## config.mk

```make
export PLATFORM = sky130hd
export DESIGN_NAME = regfile_wb_arbiter
export DESIGN_NICKNAME = d
export VERILOG_FILES = /design/src/rtl/regfile_wb_arbiter.sv
export SDC_FILE = /design/constraint.sdc
export NUM_CORES = 1
export LEC_CHECK = 0
export BUFFER_PORTS_ARGS = -buffer_cell sky130_fd_sc_hd__buf_2
export CAP_MARGIN = 20
export CORE_ASPECT_RATIO = 0.8
export CORE_MARGIN = 2
export CORE_UTILIZATION = 25
export CTS_CLUSTER_DIAMETER = 200
export DETAILED_ROUTE_END_ITERATION = 8
export PLACE_DENSITY = 0.49
export RECOVER_POWER = 25
export SYNTH_ARGS = -nofsm -noshare
export SYNTH_HDL_FRONTEND = slang
export SYNTH_SLANG_ARGS = --single-unit
```

## constraint.sdc

```tcl
create_clock -name clk_i -period 4.75 [get_ports clk_i]
set_input_delay 0.475 -clock clk_i [delete_from_list [all_inputs] [get_ports clk_i]]
set_output_delay 0.475 -clock clk_i [all_outputs]
set_load 0.01 [all_outputs]
```

## src/rtl/regfile_wb_arbiter.sv

```systemverilog
// Write-back arbiter: per-source 2-entry result buffers, round-robin grant onto registered RF write ports.
// Optional REGFILE_WB_PERF_EN adds a saturating stall counter output (stall_cnt_o).
module regfile_wb_arbiter #(
    parameter int NR_SRC         = 3,
    parameter int NR_WRITE_PORTS = 2,
    parameter int DATA_WIDTH     = 64
) (
    input  logic                                     clk_i,
    input  logic                                     rst_i,
    input  logic [NR_SRC-1:0]                        src_valid_i,
    output logic [NR_SRC-1:0]                        src_ready_o,
    input  logic [NR_SRC-1:0][4:0]                   src_addr_i,
    input  logic [NR_SRC-1:0][DATA_WIDTH-1:0]        src_data_i,
    output logic [NR_WRITE_PORTS-1:0]                we_o,
    output logic [NR_WRITE_PORTS-1:0][4:0]           waddr_o,
    output logic [NR_WRITE_PORTS-1:0][DATA_WIDTH-1:0] wdata_o,
    output logic                                     idle_o
`ifdef REGFILE_WB_PERF_EN
    ,
    output logic [31:0]                              stall_cnt_o
`endif
);

    localparam int SRC_W = $clog2(NR_SRC);

    logic [4:0]            buf_addr [NR_SRC][2];
    logic [DATA_WIDTH-1:0] buf_data [NR_SRC][2];
    logic [NR_SRC-1:0]     head_q;
    logic [NR_SRC-1:0]     tail_q;
    logic [1:0]            count_q  [NR_SRC];
    logic                  ready_en_q;
    logic [SRC_W-1:0]      rr_ptr_q;
    logic [SRC_W-1:0]      rr_ptr_d;

    logic [NR_SRC-1:0]     push;
    logic [NR_SRC-1:0]     pop;
    logic [4:0]            head_addr [NR_SRC];
    logic [DATA_WIDTH-1:0] head_data [NR_SRC];
    logic [NR_SRC-1:0]     nonempty;

    logic [NR_WRITE_PORTS-1:0] grant_vld;
    logic [4:0]                grant_addr [NR_WRITE_PORTS];
    logic [DATA_WIDTH-1:0]     grant_data [NR_WRITE_PORTS];

    // ready_en_q keeps src_ready_o low in the cycle after a reset edge without a path from rst_i
    always_comb begin
        for (int unsigned s = 0; s < NR_SRC; s++) begin
            head_addr[s]   = buf_addr[s][head_q[s]];
            head_data[s]   = buf_data[s][head_q[s]];
            nonempty[s]    = (count_q[s] != 2'd0);
            src_ready_o[s] = ready_en_q && (count_q[s] < 2'd2);
        end
    end

    assign push   = src_valid_i & src_ready_o;
    assign idle_o = (nonempty == '0) && (we_o == '0);

    always_comb begin
        int unsigned      used;
        int unsigned      idx;
        logic [SRC_W-1:0] sidx;
        logic             conflict;
        pop       = '0;
        grant_vld = '0;
        rr_ptr_d  = rr_ptr_q;
        used      = 0;
        idx       = 0;
        sidx      = '0;
        conflict  = 1'b0;
        for (int unsigned p = 0; p < NR_WRITE_PORTS; p++) begin
            grant_addr[p] = '0;
            grant_data[p] = '0;
        end
        for (int unsigned i = 0; i < NR_SRC; i++) begin
            idx  = (32'(rr_ptr_q) + i) % NR_SRC;
            sidx = SRC_W'(idx);
            if (nonempty[sidx] && used < NR_WRITE_PORTS) begin
                if (head_addr[sidx] == 5'd0) begin
                    pop[sidx] = 1'b1;
                end else begin
                    conflict = 1'b0;
                    for (int unsigned p = 0; p < NR_WRITE_PORTS; p++) begin
                        if (p < used && grant_addr[p] == head_addr[sidx]) conflict = 1'b1;
                    end
                    if (!conflict) begin
                        for (int unsigned p = 0; p < NR_WRITE_PORTS; p++) begin
                            if (p == used) begin
                                grant_vld[p]  = 1'b1;
                                grant_addr[p] = head_addr[sidx];
                                grant_data[p] = head_data[sidx];
                            end
                        end
                        used      = used + 1;
                        pop[sidx] = 1'b1;
                        rr_ptr_d  = (sidx == SRC_W'(NR_SRC - 1)) ? '0 : sidx + 1'b1;
                    end
                end
            end
        end
    end

    always_ff @(posedge clk_i) begin
        if (rst_i) begin
            head_q     <= '0;
            tail_q     <= '0;
            ready_en_q <= 1'b0;
            rr_ptr_q   <= '0;
            we_o       <= '0;
            waddr_o    <= '0;
            wdata_o    <= '0;
            for (int unsigned s = 0; s < NR_SRC; s++) count_q[s] <= '0;
        end else begin
            ready_en_q <= 1'b1;
            rr_ptr_q   <= rr_ptr_d;
            for (int unsigned s = 0; s < NR_SRC; s++) begin
                if (push[s]) tail_q[s] <= ~tail_q[s];
                if (pop[s])  head_q[s] <= ~head_q[s];
                case ({push[s], pop[s]})
                    2'b10:   count_q[s] <= count_q[s] + 2'd1;
                    2'b01:   count_q[s] <= count_q[s] - 2'd1;
                    default: count_q[s] <= count_q[s];
                endcase
            end
            for (int unsigned p = 0; p < NR_WRITE_PORTS; p++) begin
                we_o[p] <= grant_vld[p];
                if (grant_vld[p]) begin
                    waddr_o[p] <= grant_addr[p];
                    wdata_o[p] <= grant_data[p];
                end
            end
        end
    end

    always_ff @(posedge clk_i) begin
        for (int unsigned s = 0; s < NR_SRC; s++) begin
            if (push[s]) begin
                buf_addr[s][tail_q[s]] <= src_addr_i[s];
                buf_data[s][tail_q[s]] <= src_data_i[s];
            end
        end
    end

`ifdef REGFILE_WB_PERF_EN
    logic stall;

    // A stall is any non-x0 head that survives the cycle, whether deferred or out of ports
    always_comb begin
        stall = 1'b0;
        for (int unsigned s = 0; s < NR_SRC; s++) begin
            if (nonempty[s] && head_addr[s] != 5'd0 && !pop[s]) stall = 1'b1;
        end
    end

    always_ff @(posedge clk_i) begin
        if (rst_i) begin
            stall_cnt_o <= '0;
        end else if (stall && stall_cnt_o != '1) begin
            stall_cnt_o <= stall_cnt_o + 32'd1;
        end
    end
`endif

endmodule

```

==> key figures, run 1 <==
Logic synthesis
  – Post-synthesis simple-gate area fraction: 11.3%
  – Area of the mapped netlist: 27200 µm²
  – Mapped Nets: 2630
  – Post-synthesis mux area share: 10.4%
  – Synth Area in Adders: 0.460%
  – Mapped Cells: 2408
  – Number of synthesized register bits: 569
  – Post-synth EDFFs: 420
  – Synth top area cells: edfxtp_1, dfxtp_1, mux2i_1
  – Yosys warns: 0
  – Fraction of registers with async set/reset: 0%
  – Compound-Gate Fraction of Synth Area: 16.1%
  – Post-Synth XOR/XNOR Area: 0.451%
  – Most area-hungry cell type in the Yosys netlist: edfxtp_1
  – Combinational family with the most area after synthesis: compound AO/OA/AOI/OAI gates
  – Post-synth top area share: 46.4%
  – Yosys cell types: 72
  – Most used flip-flop cell after synthesis: edfxtp_1
  – Seq/Total Area, Yosys: 57.4%
  – Synthesized area per cell: 11.3 µm²

Outcome
  – Status: finished clean

Finish
  – Layout Cells excl Fill: 4354
  – Nets: 3090
  – Post-layout util: 31.9%
  – Cell area after layout: 34500 µm²
  – Share of cells above drive strength 1: 18.1%
  – Area Overhead vs Synth: 27.0%

Floorplanning
  – Chip Height: 299 µm
  – Area of the die: 111000 µm²
  – Starting density of the core: 25.1%
  – Ports: 356
  – Core Area: 108000 µm²
  – Core Rows: 108
  – Die Wd: 373 µm

Place
  – HPWL Detailed: 69600 µm
  – Port bufs: 355
  – Routability congestion estimate: 0.871
  – Placed Instance Area: 30600 µm²
  – Placed cells: 4053

Setup path
  – Kind of critical path: flop to flop
  – CP Launch Type: flop
  – Critical path endpoint category: flop
  – Critical path arrival: 4.98 ns
  – FF-to-FF path depth: 13
  – Required time of the critical path: 5.33 ns
  – Crit path max fanout: 38

Drt
  – Via count: 22200
  – Initial DRC count: 2181
  – Drt pass-1 iters: 6
  – DRC Markers: 0
  – Via density: 5.09
  – Final WL: 105000 µm
  – WL/cell: 24.1 µm
  – Routed Antenna Nets: 0

GRT
  – First-pass GRT wire length: 150000 µm
  – Vias in the first global route: 21100
  – Largest net degree at the start of global routing: 104
  – Initial antenna violation count: 6
  – Gr usage total: 18.2%
  – Total grt overflow: 0

STA
  – Slew Limit Fails: 0
  – Fmax: 227 MHz
  – Tmin final: 4.40 ns
  – Worst Tran Pin Value: 1.13 ns
  – Unrepaired setup endpoints after global routing: false
  – Clock Skews: 0.0479 ns
  – Final worst path period share: 92.6%
  – Final Setup Violations: 0
  – TNS Setup: 0 ns
  – Hold Violations, Final: 0
  – Worst slew margin: 24.9%

Worst hold path
  – WHS Path Cells: 1
  – Hold crit path type: input pin to flop

Run
  – MaxCap Viol Count: 0

Clock network
  – Max clock buf depth: 3
  – Clk root buf: clkbuf_16
  – Worst-path clk slew: 0.06 ns
  – CTS Buf Count: 67
  – Clock Latency Late Sink: 0.68 ns
  – CTS tree: yes
  – Htree depth: 3
  – TritonCTS Sinks: 569

Power and ir drop
  – Max rail drop VDD: 0.000752 V
  – P per Cell Area: 735 nW/µm²
  – Leak: 12.3 nW
## layout make-up
cell class / instances / area, µm²
multi-input combinational: 1590 / 10700
inverter: 30 / 116
sequential: 569 / 15600
fill: 11000 / 73600
timing repair buffer: 610 / 4090
clock inverter: 49 / 534
clock buffer: 75 / 1710
tap: 1430 / 1790
antenna: 1 / 2.50
## cells in the mapped netlist, types with 44 or more instances
master	instances
a211oi_1	84
a21oi_1	103
a32oi_1	60
and2_1	51
clkbuf_1	154
dfxtp_1	149
edfxtp_1	420
mux2_2	69
mux2i_1	204
nand2_1	150
nor2_1	189
nor3_1	78
nor4b_1	45
o21ai_0	214
o22ai_1	75
o32ai_1	44
or3_1	48
## sequential cells by signal, summed over array words and instances (netlist names)
register / count
buf_addr: 30
tail_q: 3
wdata_o: 128
waddr_o: 10
buf_data: 384
we_o: 2
rr_ptr_q: 2
count_q: 6
head_q: 3
ready_en_q: 1
## repair_timing
item	4_1_cts	5_1_grt
resized for setup	0	2
setup buffers	0	1
hold endpoints to repair	349	0
endpoints found under the setup margin	0	47
hold buffers	175	0
## path summary, 6_finish.rpt
| check | startpoint | end | slack [ns] |
|---|---|---|---|
| max | rr_ptr_q[1] | waddr_o[7] | 0.35 |
| min reg2reg | waddr_o[6] | waddr_o[6] | 0.49 |
| min | src_data_i[113] | buf_data[0][177] | 0.08 |
| max reg2reg | rr_ptr_q[1] | waddr_o[7] | 0.35 |
## per-stage QoR
| step | worst slack, ns | power, mW | hold WS, ns |
|---|---|---|---|
| final | 0.350 | 25.4 | 0.0848 |
| after CTS | 0.197 | 25.4 | 0.000541 |
| after global placement | 0.382 | 19.9 | 0.460 |
| after global routing | 0.0641 | 26.8 | 0.0677 |
| after floorplan | 0.498 | 15.1 | 0.491 |
| after detailed placement | 0.253 | 19.9 | 0.482 |
## report_power, final
part	internal, mW	switching, mW
combinational	4.65	8.65
clock	2.98	2.29
sequential	6.20	0.576
## worst max-delay path, stage by stage (launching register included)
cell and delay [ns]:
dfxtp_1 0.41, inv_1 0.13, ha_4 0.26, nor3b_1 0.19
or3_1 0.40, a22o_1 0.29, or3b_2 0.47, a21oi_1 0.34
a311o_2 0.40, buf_4 0.49, nand2b_1 0.16, buf_4 0.24
or3_1 0.37, a31oi_1 0.14
## kinds of logic after synthesis
| family | after synthesis |
|---|---|
| multiplexers | 274 |
| AND/OR/NAND/NOR | 624 |
| AO/OA/AOI/OAI | 668 |
| flip-flops | 569 |
| buffers and inverters | 249 |
| adder cells (fa/ha/maj) | 10 |
| XOR/XNOR | 14 |
## cells in the final DEF (no fill, tap or decap), types with 44 or more instances in the layout
cell type,netlist,layout
or3_1,48,48
dlygate4sd3_1,0,175
mux2_2,69,69
buf_2,37,236
edfxtp_1,420,420
a32oi_1,60,60
mux2i_1,204,204
nor2_1,189,183
a211oi_1,84,84
o32ai_1,44,44
and2_1,51,51
nor3_1,78,78
dfxtp_1,149,146
nor4b_1,45,45
o21ai_0,214,214
nand2_1,150,147
clkbuf_16,0,67
clkbuf_1,154,122
buf_4,6,71
a21oi_1,103,103
o22ai_1,75,75
## metal layers
layer  share of wire, %  vias up  GRT usage (%)
met5               0.46        -           2.56
met4                2.2       14           4.67
met3                9.7      142           6.32
met2                 43      955           26.9
met1                 45    10900           25.1
li1                   -    10200              -
(Power assumes the default switching activity.)
==> run 2, diff against run 1 <==
- RECOVER_POWER: 25 -> 100
==> run 2 against run 1 <==
  * The run now ends with max-capacitance violations, max-slew violations left
  * Flip-flop and latch count is the same
  * Sequential power is essentially flat
  * Worst setup slack lost 0.084 ns
  * Highest routed layer unchanged
  * Clock power is essentially flat
  * Critical endpoint is now wdata_o[110]
  * Sequential share of layout area grew 0.47 points
  * Worst hold slack gained 0.0034 ns
  * Clock skew is essentially flat
  * Largest power group unchanged
  * Via count grew 0.11%
  * Cell count is the same
==> key figures, run 2 (same netlist as run 1, synthesis figures left out) <==
Drt
  – Via count: 22200
  – DRC Markers: 0
  – Drt pass-1 iters: 6
  – Via density: 5.10
  – Routed Antenna Nets: 0
  – Initial DRC count: 2197
  – WL/cell: 24.2 µm
  – Final WL: 105000 µm

GRT
  – First-pass GRT wire length: 150000 µm
  – Vias in the first global route: 21100
  – Largest net degree at the start of global routing: 104
  – Total grt overflow: 0
  – Gr usage total: 18.2%
  – Initial antenna violation count: 6

Setup path
  – Worst Setup SP: rr_ptr_q[1]
  – FF-to-FF Start: rr_ptr_q[1]
  – Critical path endpoint category: flop
  – CP max stage cell: nor2b_1
  – FF-to-FF setup slack: 0.27 ns
  – CP top delay family: simple AND/OR/NAND/NOR gates
  – Kind of critical path: flop to flop
  – CP peak stage delay: 0.67 ns
  – FF-to-FF path depth: 12
  – Worst R2R End: wdata_o[110]
  – CP Launch Type: flop
  – Crit path max fanout: 38
  – Critical path arrival: 4.99 ns
  – Worst Path Buf+Inv: 2
  – Required time of the critical path: 5.26 ns
  – Worst path cell trace: inv_1 > ha_4 > nor3b_1 > or3_1 > a22o_1 > or3b_2 > a21oi_1 > a311o_2 > nor2b_1 > nand2_4 > buf_4 > a211oi_1

Clock network
  – TritonCTS Sinks: 569
  – Clock Latency Late Sink: 0.68 ns
  – CTS Buf Count: 67
  – Worst-path clk slew: 0.06 ns
  – Htree depth: 3
  – CTS tree: yes
  – Clk root buf: clkbuf_16
  – Max clock buf depth: 3

Finish
  – Nets: 3090
  – Area Overhead vs Synth: 25.6%
  – Cell area after layout: 34100 µm²
  – Max reg flops: 384
  – Leading cell types in the layout, fill and taps excluded: edfxtp_1, clkbuf_1, o21ai_0
  – Layout Cells excl Fill: 4354
  – Most common cell after layout, fill and taps aside: edfxtp_1
  – Share of cells above drive strength 1: 10.7%

STA
  – Clock Skews: 0.0483 ns
  – Worst setup margin: 0.266 ns
  – Slew Limit Fails: 387
  – Fmax: 223 MHz
  – Tmin final: 4.48 ns
  – Final worst path period share: 94.4%
  – Unrepaired setup endpoints after global routing: false
  – Hold WS: 0.0882 ns
  – TNS Setup: 0 ns
  – Worst slew margin: -115%
  – Worst Tran Pin Value: 3.22 ns
  – Hold Violations, Final: 0
  – Final Setup Violations: 0

Worst hold path
  – Hold Startpoint: src_data_i[181]
  – WHS Path Cells: 1
  – Hold crit path type: input pin to flop
  – Hold path endpoint: buf_data[0][309]

Power and ir drop
  – Net Switching: 11.5 mW
  – Sw Share: 45.8%
  – Leak: 11.5 nW
  – Sequential Power Share: 27.0%
  – Clk pwr share: 20.9%
  – P per Cell Area: 738 nW/µm²
  – Internal: 13.7 mW
  – Max rail drop VDD: 0.000746 V
  – Gate power share: 52.1%

Floorplanning
  – Chip Height: 299 µm
  – Die Wd: 373 µm
  – Area of the die: 111000 µm²
  – Core Area: 108000 µm²
  – Starting density of the core: 25.1%
  – Core Rows: 108
  – Ports: 356

Outcome
  – Failing checks: max-capacitance violations, max-slew violations
  – Status: complete, but fails checks

Place
  – Port bufs: 355
  – Placed cells: 4053
  – Placed Instance Area: 30600 µm²
  – Routability congestion estimate: 0.871
  – HPWL Detailed: 69600 µm
  – Setup Slack @ Placement: 0.253 ns

Run
  – MaxCap Viol Count: 11
==> run 2: power by group through the flow <==
| stage | clock, mW | sequential [mW] | combinational, mW |
|---|---|---|---|
| floorplan | 0 | 6.78 | 8.36 |
| global placement | 0 | 6.88 | 13.0 |
| detailed placement | 0 | 6.88 | 13.0 |
| CTS | 5.39 | 6.78 | 13.2 |
| global route | 5.61 | 6.87 | 14.1 |
| finish | 5.27 | 6.81 | 13.1 |
==> run 2: final cells by class <==
type                            count  area [µm²]
Antenna cell                        1        2.50
Sequential cell                   569       15600
Fill cell                       11100       74000
Clock inverter                     49         534
Timing Repair Buffer              610        3750
Clock buffer                       75        1710
Inverter                           30         116
Multi-Input combinational cell   1590       10600
Tap cell                         1430        1790
==> run 2: per-layer routing <==
metal / wire, µm / global-route usage, % / up-vias
li1: - / - / 10200
met1: 47400 / 25.1 / 10900
met2: 45000 / 26.9 / 936
met3: 9980 / 6.32 / 151
met4: 2460 / 4.67 / 14
met5: 478 / 2.56 / -
==> run 2: worst max path at each step <==
stage | end | cells after the start
floorplan | buf_addr[0][15] | 3
global placement | wdata_o[60] | 14
detailed placement | wdata_o[8] | 14
CTS | wdata_o[14] | 14
global route | count_q[2][1] | 16
finish | wdata_o[110] | 12
==> run 2: stage by stage <==
step	utilization [%]	total power [mW]
after CTS	32.0	25.4
after detailed placement	28.3	19.9
after floorplan	-	15.1
final	31.6	25.2
after global routing	31.6	26.6
after global placement	28.3	19.9
==> run 2: repair_timing <==
item                                    in CTS  in global routing
endpoints found under the setup margin       0                 47
hold buffers                               175                  0
gates resized for setup                      0                  2
setup buffers                                0                  1
endpoints found under the hold margin      349                  0
